**src/rtl/rv_dispatch_pkg.sv**
```systemverilog
// rv_dispatch_pkg: shared types and constants for the dispatch stage.
// Instruction class enum, payload width, opcode constants, class decode helper.
package rv_dispatch_pkg;

    typedef enum logic [1:0] {
        CLS_INT = 2'd0,
        CLS_MEM = 2'd1,
        CLS_BR  = 2'd2
    } cls_e;

    localparam int PAYLOAD_W = 96;

    localparam logic [6:0] OPC_LOAD   = 7'b0000011;
    localparam logic [6:0] OPC_STORE  = 7'b0100011;
    localparam logic [6:0] OPC_BRANCH = 7'b1100011;
    localparam logic [6:0] OPC_JAL    = 7'b1101111;
    localparam logic [6:0] OPC_JALR   = 7'b1100111;

    // Memory wins over control flow; anything else is plain ALU work.
    function automatic cls_e classify(
        input logic memread,
        input logic memwrite,
        input logic br,
        input logic j
    );
        if (memread || memwrite) begin
            return CLS_MEM;
        end else if (br || j) begin
            return CLS_BR;
        end else begin
            return CLS_INT;
        end
    endfunction

endpackage

```
**src/rtl/credit_counter.sv**
```systemverilog
// credit_counter: free-entry tracker for one issue queue.
// Ports: dec (accept), inc (credit return), flush_reload; count, nonzero, sticky err.
module credit_counter
    import rv_dispatch_pkg::*;
#(
    parameter int DEPTH = 4,
    localparam int CW = $clog2(DEPTH + 1)
) (
    input  logic          clk,
    input  logic          rst_n,
    input  logic          dec,
    input  logic          inc,
    input  logic          flush_reload,
    output logic [CW-1:0] count,
    output logic          nonzero,
    output logic          err
);

    localparam logic [CW-1:0] FULL = CW'(DEPTH);

    logic [CW-1:0] count_q, count_d;
    logic          err_q, err_d;

    always_comb begin
        count_d = count_q;
        err_d   = err_q;
        if (flush_reload) begin
            count_d = FULL;
        end else if (dec && !inc) begin
            count_d = count_q - 1'b1;
        end else if (inc && !dec) begin
            // A return while already full means the queue lied about an entry.
            if (count_q == FULL) begin
                err_d = 1'b1;
            end else begin
                count_d = count_q + 1'b1;
            end
        end
    end

    always_ff @(posedge clk or negedge rst_n) begin
        if (!rst_n) begin
            count_q <= FULL;
            err_q   <= 1'b0;
        end else begin
            count_q <= count_d;
            err_q   <= err_d;
        end
    end

    assign count   = count_q;
    assign nonzero = (count_q != '0);
    assign err     = err_q;

endmodule

```
**src/rtl/dispatch_controller.sv**
```systemverilog
// dispatch_controller: classifies decoded instrs, credit/tag guards, 1-cycle dispatch pulse.
// Ports: du_* handshake in, *_credit/commit/flush in, disp_* pulse out, sticky credit_err.
// Optional DISPATCH_PERF_CNT_EN adds stall_credit_cnt / stall_tag_cnt.
module dispatch_controller
    import rv_dispatch_pkg::*;
#(
    parameter int INT_DEPTH = 4,
    parameter int MEM_DEPTH = 4,
    parameter int BR_DEPTH  = 2,
    parameter int TAG_W     = 4
) (
    input  logic                 clk,
    input  logic                 rst_n,
    input  logic                 du_valid,
    output logic                 du_ready,
    input  logic                 du_memread,
    input  logic                 du_memwrite,
    input  logic                 du_br,
    input  logic                 du_j,
    input  logic [PAYLOAD_W-1:0] du_payload,
    input  logic                 int_credit,
    input  logic                 mem_credit,
    input  logic                 br_credit,
    input  logic                 commit,
    input  logic                 flush,
    output logic                 disp_int_valid,
    output logic                 disp_mem_valid,
    output logic                 disp_br_valid,
    output logic [PAYLOAD_W-1:0] disp_payload,
    output logic [TAG_W-1:0]     disp_tag,
    output logic                 credit_err
`ifdef DISPATCH_PERF_CNT_EN
    ,
    output logic [31:0]          stall_credit_cnt,
    output logic [31:0]          stall_tag_cnt
`endif
);

    localparam logic [TAG_W:0] TAG_N = (TAG_W + 1)'(2 ** TAG_W);

    cls_e cls;
    logic credit_ok, tag_full, accept;
    logic int_nz, mem_nz, br_nz;
    logic int_err, mem_err, br_err;

    logic [$clog2(INT_DEPTH+1)-1:0] unused_int_cnt;
    logic [$clog2(MEM_DEPTH+1)-1:0] unused_mem_cnt;
    logic [$clog2(BR_DEPTH+1)-1:0]  unused_br_cnt;

    logic [TAG_W:0]         inflight_q, inflight_d;
    logic [TAG_W-1:0]       alloc_ptr_q, alloc_ptr_d;
    logic                   int_v_q, int_v_d;
    logic                   mem_v_q, mem_v_d;
    logic                   br_v_q, br_v_d;
    logic [PAYLOAD_W-1:0]   payload_q, payload_d;
    logic [TAG_W-1:0]       tag_q, tag_d;

    assign cls = classify(du_memread, du_memwrite, du_br, du_j);

    always_comb begin
        credit_ok = 1'b0;
        unique case (cls)
            CLS_INT: credit_ok = int_nz;
            CLS_MEM: credit_ok = mem_nz;
            CLS_BR:  credit_ok = br_nz;
            default: credit_ok = 1'b0;
        endcase
    end

    assign tag_full = (inflight_q == TAG_N);
    assign du_ready = !flush && credit_ok && !tag_full;
    assign accept   = du_valid && du_ready;

    credit_counter #(.DEPTH(INT_DEPTH)) u_int_cc (
        .clk(clk), .rst_n(rst_n),
        .dec(accept && cls == CLS_INT),
        .inc(int_credit), .flush_reload(flush),
        .count(unused_int_cnt), .nonzero(int_nz), .err(int_err)
    );

    credit_counter #(.DEPTH(MEM_DEPTH)) u_mem_cc (
        .clk(clk), .rst_n(rst_n),
        .dec(accept && cls == CLS_MEM),
        .inc(mem_credit), .flush_reload(flush),
        .count(unused_mem_cnt), .nonzero(mem_nz), .err(mem_err)
    );

    credit_counter #(.DEPTH(BR_DEPTH)) u_br_cc (
        .clk(clk), .rst_n(rst_n),
        .dec(accept && cls == CLS_BR),
        .inc(br_credit), .flush_reload(flush),
        .count(unused_br_cnt), .nonzero(br_nz), .err(br_err)
    );

    always_comb begin
        inflight_d  = inflight_q;
        alloc_ptr_d = alloc_ptr_q + {{(TAG_W-1){1'b0}}, accept};
        if (flush) begin
            inflight_d = '0;
        end else if (accept && !(commit && inflight_q != '0)) begin
            inflight_d = inflight_q + 1'b1;
        end else if (!accept && commit && inflight_q != '0) begin
            inflight_d = inflight_q - 1'b1;
        end
        int_v_d   = accept && cls == CLS_INT;
        mem_v_d   = accept && cls == CLS_MEM;
        br_v_d    = accept && cls == CLS_BR;
        payload_d = accept ? du_payload : payload_q;
        tag_d     = accept ? alloc_ptr_q : tag_q;
    end

    always_ff @(posedge clk or negedge rst_n) begin
        if (!rst_n) begin
            inflight_q  <= '0;
            alloc_ptr_q <= '0;
            int_v_q     <= 1'b0;
            mem_v_q     <= 1'b0;
            br_v_q      <= 1'b0;
            payload_q   <= '0;
            tag_q       <= '0;
        end else begin
            inflight_q  <= inflight_d;
            alloc_ptr_q <= alloc_ptr_d;
            int_v_q     <= int_v_d;
            mem_v_q     <= mem_v_d;
            br_v_q      <= br_v_d;
            payload_q   <= payload_d;
            tag_q       <= tag_d;
        end
    end

    assign disp_int_valid = int_v_q;
    assign disp_mem_valid = mem_v_q;
    assign disp_br_valid  = br_v_q;
    assign disp_payload   = payload_q;
    assign disp_tag       = tag_q;
    assign credit_err     = int_err | mem_err | br_err;

`ifdef DISPATCH_PERF_CNT_EN
    logic [31:0] stall_credit_cnt_q, stall_credit_cnt_d;
    logic [31:0] stall_tag_cnt_q, stall_tag_cnt_d;

    // Credit starvation takes precedence when both causes coincide.
    always_comb begin
        stall_credit_cnt_d = stall_credit_cnt_q;
        stall_tag_cnt_d    = stall_tag_cnt_q;
        if (du_valid && !flush && !credit_ok) begin
            if (stall_credit_cnt_q != '1) begin
                stall_credit_cnt_d = stall_credit_cnt_q + 1'b1;
            end
        end else if (du_valid && !flush && tag_full) begin
            if (stall_tag_cnt_q != '1) begin
                stall_tag_cnt_d = stall_tag_cnt_q + 1'b1;
            end
        end
    end

    always_ff @(posedge clk or negedge rst_n) begin
        if (!rst_n) begin
            stall_credit_cnt_q <= '0;
            stall_tag_cnt_q    <= '0;
        end else begin
            stall_credit_cnt_q <= stall_credit_cnt_d;
            stall_tag_cnt_q    <= stall_tag_cnt_d;
        end
    end

    assign stall_credit_cnt = stall_credit_cnt_q;
    assign stall_tag_cnt    = stall_tag_cnt_q;
`endif

endmodule

```
**config.mk**
```make
export PLATFORM = sky130hd
export DESIGN_NAME = dispatch_controller
export DESIGN_NICKNAME = d
export VERILOG_FILES = /design/src/rtl/rv_dispatch_pkg.sv /design/src/rtl/credit_counter.sv /design/src/rtl/dispatch_controller.sv
export SDC_FILE = /design/constraint.sdc
export NUM_CORES = 1
export LEC_CHECK = 0
export ABC_AREA = 1
export CORE_ASPECT_RATIO = 0.9
export CORE_MARGIN = 1
export CORE_UTILIZATION = 40
export CTS_BUF_LIST = sky130_fd_sc_hd__clkbuf_16
export DETAILED_ROUTE_END_ITERATION = 8
export PLACE_DENSITY_LB_ADDON = 0.08
export RECOVER_POWER = 100
export SYNTH_ARGS = -nofsm -noshare
export SYNTH_HDL_FRONTEND = slang
export SYNTH_SLANG_ARGS = --single-unit
```
**constraint.sdc**
```tcl
create_clock -name clk -period 2.4 [get_ports clk]
set_input_delay 0.36 -clock clk [delete_from_list [all_inputs] [get_ports clk]]
set_output_delay 0.36 -clock clk [all_outputs]
set_load 0.02 [all_outputs]
```
# Word-level counts from Yosys, hierarchy flattened
# Cells that the tools add are included.
[word_totals]
latchBits = 0
rom_bits = 0
mem_count = 0
regBits = 123
ram_bits = 0
[classes]
shifts = 0
mul = 0
n_addsub = 9
muxes = 18
div = 0
n_eq_ne = 9
reduce_logical = 43
bitwise = 6
magnitude_cmp = 0
[op_table]
columns = ["cell", "count"]
rows = [
  ["$mux W3", 8],
  ["$reduce_bool A3 Y1", 6],
  ["$logic_and A1 B1 Y1", 16],
  ["$mux W5", 3],
  ["$mux W2", 6],
  ["$reduce_and A4 Y1", 3],
  ["$logic_not A1 Y1", 10],
  ["$ne A3 B2 Y1 const B", 3],
  ["$add A3 B1 Y3 const B", 2],
  ["$eq A3 B3 Y1 const B", 2],
  ["$reduce_and A2 Y1", 3],
  ["$sub A3 B1 Y3 const B", 2],
  ["$add A5 B1 Y5 const B", 1],
  ["$eq A5 B5 Y1 const B", 1],
  ["$reduce_bool A5 Y1", 1],
  ["$sub A5 B1 Y5 const B", 1],
  ["$add A4 B1 Y4", 1],
  ["$eq A2 B2 Y1 const B", 2],
  ["$not A1 Y1", 4],
  ["$pmux W1 S3", 1],
  ["$add A2 B1 Y2 const B", 1],
  ["$eq A2 B1 Y1 const B", 1],
  ["$logic_not A2 Y1", 1],
  ["$logic_or A1 B1 Y1", 2],
  ["other kinds (3)", 4],
]

# Longest topological paths before layout
# Gate-level depths: netlist (run 1).
[depth]
ltp_word = 14
mapped_depth = 14
depth_no_buf = 14

# Modules after synthesis
# From an unflattened synthesis (run 1), not the netlist that was laid out.
[hier_totals]
hier_cells = 602
hier_area_um2 = 5282.6
[modules_own_cells]
columns = ["mod", "area_per_inst_um2", "n_inst", "cells_each", "seq_area_each_um2"]
rows = [
  ["dispatch_controller", 4523.1, 1, 504, 2802.7],
  ["credit_counter at u_int_cc ...", 286.5, 2, 36, 101.3],
  ["credit_counter at u_br_cc", 186.4, 1, 26, 76.3],
]

# Least setup slack after synthesis (run 1)
# No wires, ideal clock.
[synth_path]
path_kind = "register to register"
start = "reg u_br_cc.count_q[1], in the netlist u_br_cc.count[1]"
end = "reg inflight_q[4]"
n_path_buf = 0
stages_incl_launch_ff = 11
setup_ns = 0.118
arrival_ns = 1.940
period_less_slack_ns = 2.057
setup_slack_ns = 0.343
cell_sequence = "dfstp_2 inv_1 nand2_1 nand3_1 nand3_4 nand4_2 fa_1 a31oi_1 nand3_1 nand3_1 nand2_1"
[synth_between]
elab_chain_len = 9
[synth_rtl]
columns = ["element", "line", "rtl"]
rows = [
  ["from (decl)", "credit_counter.sv:21", "logic [CW-1:0] count_q, count_d;"],
  ["from (signal assigned)", "credit_counter.sv:46", "count_q <= count_d;"],
  ["$reduce_bool A2 Y1 *", "credit_counter.sv:52", "assign nonzero = (count_q != '0);"],
  ["$pmux W1 S3 *", "dispatch_controller.sv:62", "unique case (cls)"],
  ["$logic_and A1 B1 Y1 * (2 in a row)", "dispatch_controller.sv:71", "assign du_ready = !flush && credit_ok && !tag_full;"],
  ["$logic_and A1 B1 Y1 *", "dispatch_controller.sv:72", "assign accept = du_valid && du_ready;"],
  ["$logic_not A1 Y1", "dispatch_controller.sv:102", "end else if (!accept && commit && inflight_q != '0) begin"],
  ["$logic_and A1 B1 Y1 (2 in a row)", "dispatch_controller.sv:102", ""],
  ["$reduce_bool A3 Y1 (no line)", "-", ""],
  ["to (signal assigned)", "dispatch_controller.sv:122", "inflight_q <= inflight_d;"],
  ["to (decl)", "dispatch_controller.sv:50", "logic [TAG_W:0] inflight_q, inflight_d;"],
]
# Mark *: on every way between the ends. The rest lies on a longest branch, timed or not.
# A chain may end at the register's enable or synchronous reset.

# Final worst setup path (run 1)
[layout_path]
start = "reg u_br_cc.count_q[1], in the netlist u_br_cc.count[1]"
end = "out du_ready"
[layout_between]
elab_chain_len = 4
[layout_rtl]
columns = ["element", "line", "rtl"]
rows = [
  ["$reduce_bool A2 Y1", "credit_counter.sv:52", ""],
  ["$pmux W1 S3", "dispatch_controller.sv:62", ""],
  ["$logic_and A1 B1 Y1 (2 in a row)", "dispatch_controller.sv:71", ""],
  ["to (decl)", "dispatch_controller.sv:15", "output logic du_ready,"],
]
# No other way between the ends.

==> results.yml, run 1 <==
pwr:
  p_comb_frac: 0.393
  p_seq_frac: 0.349
  leakage_nw: 4.22
  power_density_mw_per_mm2: 1180
  vdd_drop_max_mv: 0.560
  sw_frac_of_total: 0.361
  power_frac_clock: 0.258
  p_sw_w: 0.00346
  p_int_w: 0.00611
place:
  dpl.hpwl_um: 10100
  place_area_mm2: 0.00758
  port_buffers: 212
  finalWeightedCongestion: 0.793
  place_ws_ps: -171
floorplan:
  core-area_mm2: 0.0127
  die_h_um: 111
  rows: 39
  start_util: 0.411
  die_w_um: 123
  dieArea_mm2: 0.0136
  ioPinCount: 213
sta:
  worst_slack_ps: 159
  slew_violations: 0
  rsz0062_at_grt: "false"
  period_share: 0.934
  setup_viol: 0
  hold_viol: 0
  period_minus_slack_ps: 2240
  max_slew_margin: 0.419
  skew_ps: 14.5
  fmax_mhz: 446
  worst_pin_slew_ps: 871
outcome:
  status: "completed"
setup_path:
  required_ps: 2040
  cp_slowest_cell: "dfstp_2"
  crit_path_end_kind: "output pin"
  critPathKind: "register to output pin"
  path_max_fanout: 4
  start_kind: "register"
  slowest_delay_ps: 550
  cp.arrival_ps: 1880
  crit_path_cell_trace: "inv_1 -> nand2_1 -> nand3_1 -> nand2_1 -> nor2_1 -> nor2_1 -> dlygate4sd2_1"
cts:
  cts-root-buf: "clkbuf_16"
  clockBufferDepth: 2
  clk_pin_slew_ps: 50
  insertion_delay_ps: 420
  cts-buffers-inserted: 17
  cts_setup_buffers: 0
  cts.htree.levels: 4
  cts_tree: "built"
  clkSinkCount: 123
global_routing:
  gr-total-overflow: 0
  grt_usage: 0.223
  antenna_found_initial: 0
  grt_pass1_vias: 4750
  grt_max_degree: 71
  grt_pass1_wl_um: 23000
logic_synthesis:
  syn_area_mm2: 0.00524
  synth_cell_types: 30
  syn_nets: 719
  synth_cells: 602
  avgSynthCellArea_um2: 8.70
  synth_largest_area_cell: "dfrtp_1"
  ys_warn_count: 0
  synth_top_area_share: 0.573
  synth.area.top_cells: "dfrtp_1 57%, nand2_1 24%, nand3_1 2.2%, buf_6 2.2%, inv_1 1.6%"
  ys_seq_area_frac: 0.589
  synth_seq_cells: 123
route:
  drcViolationCount: 0
  wl_met3_um: 936
  dr_total_vias: 4654
  drt-wirelength-per-cell_um: 14.1
  ant_nets: 0
  totalWireLength_um: 14200
  drt_iter0_drc: 283
  first_pass_iters: 5
  wl_met2_um: 6830
  top_layer_used: "met4"
  routed_via_density: 4.61
  drt-met1-wl_um: 6080
cells_and_area:
  diodes: 0
  nets: 950
  layout-drive-gt1-share: 0.0686
  fillCellCount: 1030
  multi_input_area_mm2: 0.00188
  seqCellArea_mm2: 0.00308
  synthToLayoutAreaGrowth_pct: 55.3
  fin_area_mm2: 0.00813
min_path:
  worstHoldPathType: "register to register"
run:
  maxCapViolCount: 0
[power by group through the flow]
| stage | Combinational [W] | Sequential, W | Clock [W] |
|---|---|---|---|
| global route | 0.00412 | 0.00345 | 0.00261 |
| global placement | 0.00396 | 0.00336 | 0 |
| floorplan | 0.00117 | 0.00420 | 0 |
| CTS | 0.00407 | 0.00337 | 0.00252 |
| finish | 0.00376 | 0.00334 | 0.00247 |
| detailed placement | 0.00404 | 0.00339 | 0 |
[worst paths after layout]
path                                   from          endpoint  slack (ps)  cells past startpoint
max reg2reg                u_br_cc.count[1]     inflight_q[2]         200                      9
min in group asynchronous             rst_n  disp_payload[20]         580                      2
max                        u_br_cc.count[1]          du_ready         160                      7
min                             u_br_cc.err       u_br_cc.err         450                      2
max in group asynchronous             rst_n    disp_int_valid         700                      3
min reg2reg                     u_br_cc.err       u_br_cc.err         450                      2
[flip-flops by register name (all words and copies together), names as in the netlist, 2 cells and up]
name,cells
alloc_ptr_q,4
disp_payload,96
disp_tag,4
inflight_q,5
u_br_cc.count,2
u_int_cc.count,3
u_mem_cc.count,3
[worst max-delay path, delay by kind of cell (launching register included)]
family | cells | cell delay, ps
flops | 1 | 550
simple gates | 5 | 490
buf+inv | 2 | 430
[what timing repair did]
action,CTS,global route
hold buffers,1,0
endpoints found under the setup margin,1,1
hold endpoints to repair,27,0
resized for setup,1,1
[metrics by stage]
stage	hold slack, ps	std cells	setup TNS (ps)	util	power (W)
after global routing	468	1009	0	0.639	0.0102
after global placement	324	977	0	0.595	0.00731
after floorplan	64.4	602	0	-	0.00537
after CTS	432	1009	0	0.640	0.00996
after detailed placement	333	977	-371	0.595	0.00743
final	455	1009	0	0.639	0.00956
[cell usage after synthesis]
cell        n
clkinv_2    1
buf_4       1
nand3_2     1
or2_0       2
o21bai_1    1
nand4_1     5
fa_1        3
ha_1        6
dfrtp_1   120
o21ai_0     5
o31ai_1     1
inv_1      23
nand3_4     1
buf_2       9
a21oi_1     3
xor2_1      3
dfstp_2     3
nor2_1     20
nor2_2      4
a31oi_1     1
xnor2_1     3
nand2_1   341
nand3b_1    1
nor3_1      1
inv_2       4
clkbuf_1    2
mux2i_1     1
nand3_1    23
nand4_2     3
buf_6      10
[layout by cell type, fill, tap and decap left out, types with 7 or more instances in the layout]
cell             count
buf_4               13
clkbuf_16           17
clkdlybuf4s50_1    106
dfrtp_1            120
dlygate4sd3_1      105
inv_1               25
nand2_1            341
nand3_1             23
nand4_1              7
nor2_1              22
[logic make-up after synthesis]
group	synth area share
AO/OA/AOI/OAI	0.0117
buffers and inverters	0.0533
flip-flops	0.589
multiplexers	0.00191
adder cells (fa/ha/maj)	0.0258
XOR/XNOR	0.0100
AND/OR/NAND/NOR	0.309
[cell type report]
type                    count  share of cell area
flip-flops and latches    123               0.379
clock inverters            14              0.0169
inverters                  28              0.0131
well taps                 164              0.0252
repair buffers            234               0.283
clock buffers              17              0.0523
multi-input cells         429               0.231
[layer usage]
metal	up-vias	GRT usage
met4	0	0.106
met3	27	0.0584
met1	2151	0.274
met5	-	0
met2	162	0.361
li1	2314	-
Note: power is estimated with default switching activity, not from simulation.
==> run 2, diff against run 1 <==
--- a/config.mk
+++ b/config.mk
@@ -13,6 +13,7 @@
 export DETAILED_ROUTE_END_ITERATION = 8
 export PLACE_DENSITY_LB_ADDON = 0.08
 export RECOVER_POWER = 100
+export REMOVE_ABC_BUFFERS = 1
 export SYNTH_ARGS = -nofsm -noshare
 export SYNTH_HDL_FRONTEND = slang
 export SYNTH_SLANG_ARGS = --single-unit
==> results.yml, run 2 (synthesis results as in run 1) <==
outcome:
  status: "completed"
run:
  maxCapViolCount: 0
cts:
  clk_pin_slew_ps: 50
  cts.htree.levels: 4
  cts_setup_buffers: 0
  cts-buffers-inserted: 17
  insertion_delay_ps: 420
  clkSinkCount: 123
  clockBufferDepth: 2
  cts-root-buf: "clkbuf_16"
  cts_tree: "built"
setup_path:
  critPathKind: "register to output pin"
  rrSetupSlack_ps: 210
  cp.arrival_ps: 1850
  required_ps: 2040
  start_kind: "register"
  r2r_cells: 12
  r2r_start: "u_br_cc.count[1]"
  crit_path_end_kind: "output pin"
  timing.rr.end: "inflight_q[4]"
  path_max_fanout: 4
route:
  totalWireLength_um: 13600
  drcViolationCount: 0
  drt_iter0_drc: 259
  first_pass_iters: 5
  routed_via_density: 4.61
  dr_total_vias: 4671
  ant_nets: 0
  drt-wirelength-per-cell_um: 13.4
min_path:
  hold_end: "u_mem_cc.err"
  min_path_cells: 2
  worstHoldPathType: "register to register"
  hold_path.startpoint: "u_mem_cc.err"
cells_and_area:
  layout_commonest_cell: "nand2_1"
  synthToLayoutAreaGrowth_pct: 54.5
  multi_input_area_mm2: 0.00187
  most-common-layout-cells: "341 x nand2_1, 120 x dfrtp_1, 106 x clkdlybuf4s50_1"
  layout-drive-gt1-share: 0.0812
  fin_area_mm2: 0.00809
  largest_reg_flops: 96
  fillCellCount: 1076
  diodes: 0
  seqCellArea_mm2: 0.00308
  nets: 954
sta:
  slew_violations: 0
  skew_ps: 9.22
  fmax_mhz: 453
  period_share: 0.919
  worst_pin_slew_ps: 929
  max_slew_margin: 0.380
  setup_viol: 0
  rsz0062_at_grt: "false"
  period_minus_slack_ps: 2210
  hold_viol: 0
place:
  place_area_mm2: 0.00758
  dpl.hpwl_um: 9910
  finalWeightedCongestion: 0.842
  port_buffers: 212
global_routing:
  grt_pass1_wl_um: 22400
  antenna_found_initial: 0
  grt_usage: 0.213
  grt_pass1_vias: 4675
  gr-total-overflow: 0
  grt_max_degree: 62
pwr:
  power_w: 0.00929
  vdd_drop_max_mv: 0.632
  power_density_mw_per_mm2: 1150
  leakage_nw: 4.19
floorplan:
  die_w_um: 123
  start_util: 0.411
  die_h_um: 111
  dieArea_mm2: 0.0136
  ioPinCount: 213
  core-area_mm2: 0.0127
  rows: 39
## run 2: layout make-up
| class | instances | area share |
|---|---|---|
| Sequential cell | 123 | 0.381 |
| Timing Repair Buffer | 238 | 0.284 |
| Multi-Input combinational cell | 429 | 0.231 |
| Clock buffer | 17 | 0.0526 |
| Tap cell | 164 | 0.0254 |
| Inverter | 28 | 0.0131 |
| Clock inverter | 15 | 0.0125 |
## run 2: timing repair
action / CTS / global route
setup endpoints to repair: 1 / 1
hold endpoints to repair: 30 / 0
hold buffers: 1 / 0
cloned: 0 / 0
gates resized for setup: 1 / 1
## run 2: through the flow
| step | worst slack [ps] | instances | TNS (ps) | utilization | hold slack [ps] |
|---|---|---|---|---|---|
| 6_report | 194 | 1014 | 0 | 0.635 | 463 |
| 5_1_grt | 12.3 | 1014 | 0 | 0.635 | 470 |
| 4_1_cts | 142 | 1014 | 0 | 0.637 | 463 |
| 3_5_place_dp | -101 | 981 | -300 | 0.595 | 358 |
| 3_3_place_gp | 19.7 | 981 | 0 | 0.595 | 354 |
| 2_1_floorplan | -1400 | 580 | -94860 | - | 64.4 |
## run 2: critical path, cell delays in order (launching register included)
cell	delay [ps]
dfstp_2	560
inv_1	70
nand2_1	80
nand3_1	130
nand2_1	90
nor2_1	40
nor2_1	140
clkdlybuf4s15_1	330
## run 2: worst max path at each step
stage,end,slack [ps],cells past startpoint,startpoint
after global placement,inflight_q[4],20,14,du_j
after global routing,u_int_cc.count[2],10,11,u_int_cc.count[0]
after CTS,du_ready,140,7,u_br_cc.count[1]
after detailed placement,inflight_q[4],-100,12,du_j
after floorplan,alloc_ptr_q[2],-1400,9,u_mem_cc.count[0]
final,du_ready,190,7,u_br_cc.count[1]
## run 2: where the power goes
group	internal (W)	switching, W	total (W)	leakage (nW)
Sequential	0.00287	0.000450	0.00332	1.52
Clock	0.00131	0.000931	0.00224	0.239
Combinational	0.00164	0.00209	0.00373	2.44
Total	0.00581	0.00347	0.00929	4.19
## run 2: per-layer routing
| metal | up-vias | GRT usage | part of all wire |
|---|---|---|---|
| li1 | 2326 | - | - |
| met1 | 2183 | 0.263 | 0.43 |
| met2 | 149 | 0.352 | 0.50 |
| met4 | 0 | 0.0740 | 0.015 |
| met5 | - | 0 | 0 |
| met3 | 13 | 0.0610 | 0.062 |
==> run 3, diff against run 2 <==
--- a/config.mk
+++ b/config.mk
@@ -11,6 +11,7 @@
 export CORE_UTILIZATION = 40
 export CTS_BUF_LIST = sky130_fd_sc_hd__clkbuf_16
 export DETAILED_ROUTE_END_ITERATION = 8
+export GPL_TIMING_DRIVEN = 0
 export PLACE_DENSITY_LB_ADDON = 0.08
 export RECOVER_POWER = 100
 export REMOVE_ABC_BUFFERS = 1
==> results.yml, run 3 (synthesis results as in run 1) <==
route:
  first_pass_iters: 4
  drt_iter0_drc: 299
  drt-wirelength-per-cell_um: 14.5
  totalWireLength_um: 14500
  routed_via_density: 4.63
  dr_total_vias: 4630
  ant_nets: 0
  drcViolationCount: 0
sta:
  max_slew_margin: 0.00447
  rsz0062_at_grt: "false"
  worst_pin_slew_ps: 1490
  setup_viol: 0
  worst_slack_ps: 187
  period_share: 0.922
  fin_hold_ws_ps: 384
  period_minus_slack_ps: 2210
  fmax_mhz: 452
  hold_viol: 0
  slew_violations: 0
  skew_ps: 6.33
floorplan:
  die_h_um: 111
  ioPinCount: 213
  core-area_mm2: 0.0127
  die_w_um: 123
  start_util: 0.411
  dieArea_mm2: 0.0136
  rows: 39
setup_path:
  r2r_start: "u_br_cc.count[1]"
  crit_path_end_kind: "register"
  required_ps: 2710
  crit_path_start: "u_br_cc.count[1]"
  start_kind: "register"
  crit_path_cell_trace: "inv_1 -> nand2_1 -> nand3_1 -> nand3_4 -> nand4_4 -> fa_2 -> a31oi_1 -> nand3_1 -> nand3_1 -> nand2_1"
  path_max_fanout: 7
  cp.arrival_ps: 2520
  slowest_delay_ps: 550
  cp_slowest_cell: "dfstp_2"
  critPathKind: "register to register"
  crit_top_cell: "nand3_1"
outcome:
  status: "completed"
cts:
  cts.htree.levels: 4
  cts_tree: "built"
  clockBufferDepth: 2
  clk_pin_slew_ps: 50
  cts-root-buf: "clkbuf_16"
  clkSinkCount: 123
  insertion_delay_ps: 420
  cts-buffers-inserted: 17
global_routing:
  grt_pass1_wl_um: 23000
  antenna_found_initial: 0
  grt_usage: 0.225
  grt_max_degree: 100
  grt_pass1_vias: 4563
  gr-total-overflow: 0
cells_and_area:
  nets: 941
  layout-drive-gt1-share: 0.0658
  synthToLayoutAreaGrowth_pct: 55.6
  layout_commonest_cell: "nand2_1"
  largest_reg_flops: 96
  most-common-layout-cells: "341 x nand2_1, 120 x dfrtp_1, 105 x dlygate4sd3_1, 105 x clkdlybuf4s50_1, 27 x inv_1"
  diodes: 0
place:
  finalWeightedCongestion: 0.815
  place_ws_ps: -2240
  dpl.hpwl_um: 9290
  port_buffers: 212
pwr:
  leakage_nw: 4.20
  power_density_mw_per_mm2: 1170
  vdd_drop_max_mv: 0.868
run:
  maxCapViolCount: 0
min_path:
  worstHoldPathType: "input port to register"
  hold_path.startpoint: "flush"
run 3: cell types whose count changed in the layout (fill, tap and decap cells not counted), sizes merged:
| cell | previous run | this run |
|---|---|---|
| buf | 15 | 4 |
| clkinvlp | 8 | 2 |
| clkbuf | 28 | 24 |
| bufinv | 0 | 3 |
| inv | 29 | 32 |
| nand3 | 25 | 27 |
| clkdlybuf4s15 | 1 | 0 |
| clkdlybuf4s50 | 106 | 105 |
| dlygate4sd2 | 0 | 1 |
run 3: critical path: cells and delay by family, from the launching register on:
| family | cells | cell delay (ps) |
|---|---|---|
| AOI/OAI and AO/OA | 1 | 270 |
| adders and majority gates | 1 | 430 |
| buffers and inverters | 1 | 60 |
| DFF | 1 | 550 |
| and+or+nand+nor | 7 | 800 |
run 3: worst paths after layout:
check	endpoint	cells past startpoint	slack [ps]
worst max-delay path	inflight_q[4]	10	190
worst min-delay path	u_mem_cc.err	2	380
worst max register to register	inflight_q[4]	10	190
worst min register to register	u_mem_cc.err	2	450
max in group asynchronous	u_int_cc.count[2]	3	390
min in group asynchronous	disp_payload[15]	2	840
run 3: stage by stage:
stage	power (W)	cell area [µm²]	TNS (ps)	util	cells
floorplan	0.00530	5060	-94860	-	580
global placement	0.00722	7390	-797900	0.580	956
finish	0.00955	8150	0	0.640	1000
CTS	0.00990	8140	0	0.639	994
global route	0.0101	8150	0	0.640	1000
detailed placement	0.00733	7450	-172450	0.585	958
run 3: power breakdown:
part	internal (W)	leakage, nW	switching [W]
registers	0.00287	1.52	0.000445
logic	0.00163	2.40	0.00214
clock network	0.00159	0.284	0.000871
total	0.00609	4.20	0.00346
run 3: cell type report:
class | instances | area, µm²
flip-flops and latches | 123 | 3080
inverters | 28 | 131
multi-input cells | 431 | 1930
repair buffers | 222 | 2230
fillers | 1048 | 4590
clock buffers | 17 | 425
repair inverters | 1 | 6.26
well taps | 164 | 205
clock inverters | 14 | 140
run 3: metal layers:
metal,track usage,wire length (µm)
met5,0,0
met4,0.0886,299
met3,0.0604,827
met2,0.371,7020
met1,0.279,6350
run 3: repair_timing:
| action | in CTS | in global routing |
|---|---|---|
| setup buffers | 0 | 6 |
| pin swaps | 2 | 2 |
| hold endpoints to repair | 24 | 0 |
| resized for setup | 8 | 4 |
| hold buffers | 1 | 0 |
| gates cloned | 4 | 0 |
| setup endpoints to repair | 105 | 6 |
